File: config.mk
export PLATFORM = sky130hd
export DESIGN_NAME = matrix_row_scanner
export DESIGN_NICKNAME = d
export VERILOG_FILES = /design/src/rtl/matrix_row_scanner.sv
export SDC_FILE = /design/constraint.sdc
export NUM_CORES = 1
export LEC_CHECK = 0
export ABC_AREA = 1
export CORE_UTILIZATION = 55
export DETAILED_ROUTE_END_ITERATION = 7
export MAX_ROUTING_LAYER = met4
export PLACE_DENSITY = 0.79
export SLEW_MARGIN = 25
export SYNTH_ARGS = -nofsm -noshare
export SYNTH_HDL_FRONTEND = slang
export SYNTH_SLANG_ARGS = --single-unit
File: constraint.sdc
create_clock -name clk -period 2.25 [get_ports clk]
set_input_delay 0.45 -clock clk [delete_from_list [all_inputs] [get_ports clk]]
set_output_delay 0.45 -clock clk [all_outputs]
set_load 0.005 [all_outputs]
File: src/rtl/matrix_row_scanner.sv
// Time-multiplexed LED dot-matrix row scanner: NPAT writable glyphs, active-low
// one-hot row drive, pattern switching at frame boundaries and optional blink.
module matrix_row_scanner #(
  parameter int ROWS         = 7,
  parameter int COLS         = 5,
  parameter int NPAT         = 4,
  parameter int SELW         = 2,
  parameter int ROWW         = 3,
  parameter int DIV          = 1000,
  parameter int BLINK_FRAMES = 32
) (
  input  logic            clk,
  input  logic            rst_n,
  input  logic [SELW-1:0] sel,
  input  logic            blink_en,
  input  logic            wr_en,
  input  logic [SELW-1:0] wr_pat,
  input  logic [ROWW-1:0] wr_row,
  input  logic [COLS-1:0] wr_data,
  output logic [ROWS-1:0] row_n,
  output logic [COLS-1:0] col,
  output logic            frame_done
);

  localparam int PW = (DIV > 1) ? $clog2(DIV) : 1;
  localparam int FW = (BLINK_FRAMES > 1) ? $clog2(BLINK_FRAMES) : 1;

  logic [PW-1:0]   presc;
  logic [ROWW-1:0] row_idx;
  logic [SELW-1:0] active_sel;
  logic [FW-1:0]   frame_cnt;
  logic            phase;
  logic            tick;
  logic            wrap;
  logic            wr_ok;
  logic [COLS-1:0] mem [NPAT][ROWS];
  logic [COLS-1:0] cur_bits;

  function automatic logic [COLS-1:0] blank_gate(input logic [COLS-1:0] bits,
                                                 input logic en, input logic ph);
    return (en && ph) ? '0 : bits;
  endfunction

  always_comb begin
    tick     = (presc == PW'(DIV - 1));
    wrap     = tick && (row_idx == ROWW'(ROWS - 1));
    wr_ok    = wr_en && (32'(wr_row) < ROWS);
    cur_bits = mem[active_sel][row_idx];
  end

  // Scan timing: prescaler, row index, frame-synchronous select and blink phase
  always_ff @(posedge clk or negedge rst_n) begin
    if (!rst_n) begin
      presc      <= '0;
      row_idx    <= '0;
      active_sel <= '0;
      frame_cnt  <= '0;
      phase      <= 1'b0;
    end else begin
      presc <= tick ? '0 : presc + 1'b1;
      if (tick)
        row_idx <= wrap ? '0 : row_idx + 1'b1;
      if (wrap) begin
        // Latching sel only here keeps a frame from mixing two glyphs.
        active_sel <= sel;
        if (frame_cnt == FW'(BLINK_FRAMES - 1)) begin
          frame_cnt <= '0;
          phase     <= ~phase;
        end else begin
          frame_cnt <= frame_cnt + 1'b1;
        end
      end
    end
  end

  // Pattern register file; out-of-range rows are dropped
  always_ff @(posedge clk or negedge rst_n) begin
    if (!rst_n) begin
      for (int p = 0; p < NPAT; p++)
        for (int r = 0; r < ROWS; r++)
          mem[p][r] <= '0;
    end else if (wr_ok) begin
      mem[wr_pat][wr_row] <= wr_data;
    end
  end

  // Output stage: registered from the pre-edge state, one cycle behind row_idx
  always_ff @(posedge clk or negedge rst_n) begin
    if (!rst_n) begin
      row_n      <= '1;
      col        <= '0;
      frame_done <= 1'b0;
    end else begin
      row_n      <= ~(ROWS'(1) << row_idx);
      col        <= blank_gate(cur_bits, blink_en, phase);
      frame_done <= wrap;
    end
  end

endmodule

==> results.json <==
{
  "skew_ns": 0.00809,
  "drv_slew": 0,
  "instances_no_fill": 1268,
  "tightest_slew_ns": 0.497,
  "hold_viol_final": 0,
  "r2r-start": "row_idx[1]",
  "clk_latency_ns": 0.43,
  "placedInstanceArea_sq_um": 8800,
  "overflow": 0,
  "area_growth_pct": 14.5,
  "reg2reg_to": "col[1]",
  "dp_cells": 1235,
  "end_kind": "output pin",
  "die_w_um": 125,
  "clk_pin_slew_worst_paths_ns": 0.06,
  "crit_chain": "clkdlybuf4s50_1",
  "first_iter_violations": 702,
  "coreArea_sq_um": 14600,
  "fill_cells": 1168,
  "start_util": 0.566,
  "r2r_cells": 8,
  "num_rows": 44,
  "final_common_cell": "nand2_1",
  "syn_inst": 1039,
  "dieArea_sq_um": 15500,
  "final_antenna_net_count": 0,
  "hold_depth": 1,
  "nets": 1095,
  "firstDrtPassIters": 5,
  "post_synth_num_cell_types": 30,
  "setup_violations": 0,
  "root_buffer": "clkbuf_16",
  "timing.fmax_mhz": 523,
  "cellLeakagePower_nw": 4.70,
  "crit_buf_inv": 1,
  "antenna_cells": 0,
  "synth_edf_count": 0,
  "synth_flop_cell": "dfrtp_1",
  "min_from": "phase",
  "cp.arrival_ns": 1.46,
  "groute.usage.overall": 0.287,
  "postLayoutCellArea_sq_um": 9460,
  "portBuffers": 28,
  "ys_ff_latch": 174,
  "fin_tns_setup_ns": 0,
  "synth_fp_nets": 1063,
  "synth.avg_cell_area_sq_um": 7.95,
  "drive_gt1_frac": 0.101,
  "clock_sinks": 174,
  "crit_path_max_fanout": 1,
  "slew_headroom": 0.668,
  "slowest_delay_ns": 0.53,
  "worst_hold_slack_ns": 0.475,
  "ys_seq_area_frac": 0.528,
  "slowest_stage": "dfstp_2",
  "die_y_um": 125,
  "rrSetupSlack_ns": 0.50,
  "vdd_drop_max_mv": 0.632,
  "path_depth": 1,
  "finalCriticalPeriod_ns": 1.91,
  "maxCapViolations": 0,
  "via_per_inst": 5.41,
  "io_pins": 29,
  "vias": 6859,
  "drcViolationCount": 0,
  "antenna_found_initial": 0,
  "cts_tree": "done",
  "synth.area.top_cells": "dfrtp_1 (51%), nand2_1 (17%), o21ai_1 (5.5%)",
  "rsz0062_at_grt": "no",
  "clk_path_buf_depth": 2,
  "cts_resized": 0,
  "yosysTopAreaCellShare": 0.506,
  "crit_required_ns": 1.80,
  "power_density_nw_per_um2": 861,
  "post-route-util": 0.648,
  "min_period_over_period": 0.850,
  "outcome": "finished, final reports clean",
  "worstHoldPathType": "flop to flop",
  "routed_wl_mm": 20.1,
  "grt_pass1_vias": 6774,
  "async_flop_share": 1.00,
  "wl_per_cell_um": 15.8,
  "finalWeightedCongestion": 0.836,
  "synth_top_cell_by_area": "dfrtp_1",
  "grt_max_degree": 59,
  "yosys_warnings": 0,
  "cts_buffers": 17,
  "crit_path_start_kind": "flop",
  "ctsHtreeMaxLevel": 4,
  "hold_path_end": "phase",
  "critPathKind": "flop to output pin",
  "most-common-layout-cells": "nand2_1 (375), dfrtp_1 (166), inv_1 (92), o21ai_1 (90), nand3_1 (89)",
  "grt_pass1_wl_mm": 33.9,
  "synth_area_sq_um": 8260,
  "hpwlAfterDp_mm": 12.4,
  "cp_top_family": "flip-flops"
}
==> synthesized netlist by cell type, types with 4 or more instances <==
master,count
inv_2,6
a21oi_1,13
o21ai_1,90
ha_1,8
buf_2,17
o21ai_0,59
nor2_1,34
clkbuf_1,16
nand2_1,375
nand3_1,89
nor3_1,7
dfrtp_1,167
nand2_2,29
inv_1,92
buf_4,4
nor2_2,5
dfstp_2,7
nor2_4,6
==> power by group <==
group / internal (mW) / leakage (nW) / switching [mW]
Combinational: 0.428 / 2.14 / 0.613
Clock: 2.03 / 0.317 / 1.21
Sequential: 3.61 / 2.24 / 0.260
==> timing repair <==
| action | in CTS | in global routing |
|---|---|---|
| buffers inserted | 0 | 0 |
| endpoints found under the setup margin | 0 | 0 |
| hold buffers | 1 | 0 |
| endpoints found under the hold margin | 40 | 0 |
==> registers in the layout (all words and copies together), names as in the netlist <==
name	flops
row_idx	3
mem	140
row_n	7
phase	1
frame_cnt	5
presc	10
frame_done	1
active_sel	2
col	5
==> stage by stage <==
step	worst slack, ns	total power, mW
floorplan	0.531	4.55
global placement	0.249	4.89
detailed placement	0.193	4.95
CTS	0.323	8.19
global route	0.304	8.56
finish	0.337	8.15
==> cells by family (layout without fill, tap and decap cells) <==
kind of cell / count (synthesis) / count (layout) / share of synthesized area
DFF: 174 / 174 / 0.528
and+or+nand+nor: 552 / 552 / 0.287
AOI/OAI and AO/OA: 165 / 165 / 0.101
muxes: 1 / 1 / 0.00121
adders and majority gates: 8 / 8 / 0.0121
buffers and inverters: 136 / 181 / 0.0671
xor gates and xnor gates: 3 / 3 / 0.00318
==> layout make-up <==
class	count	area [sq um]	share of cell area
Sequential cell	174	4360	0.461
Multi-Input combinational cell	729	3340	0.354
Timing Repair Buffer	51	507	0.0536
Clock buffer	21	460	0.0487
Inverter	98	368	0.0389
Tap cell	184	230	0.0243
Clock inverter	11	186	0.0197
==> per-layer routing <==
layer,global-route usage,share of wire
met1,0.375,0.44
met2,0.441,0.48
met3,0.0550,0.052
met4,0.120,0.032
met5,-,0
==> worst max path at each step <==
stage / from / end / slack (ns)
2_1_floorplan: row_idx[0] / frame_cnt[0] / 0.53
3_3_place_gp: wr_row[1] / mem[52] / 0.25
3_5_place_dp: wr_row[1] / mem[17] / 0.19
4_1_cts: row_n[5] / row_n[5] / 0.32
5_1_grt: row_n[5] / row_n[5] / 0.30
6_report: row_n[5] / row_n[5] / 0.34
(Power assumes the default switching activity.)
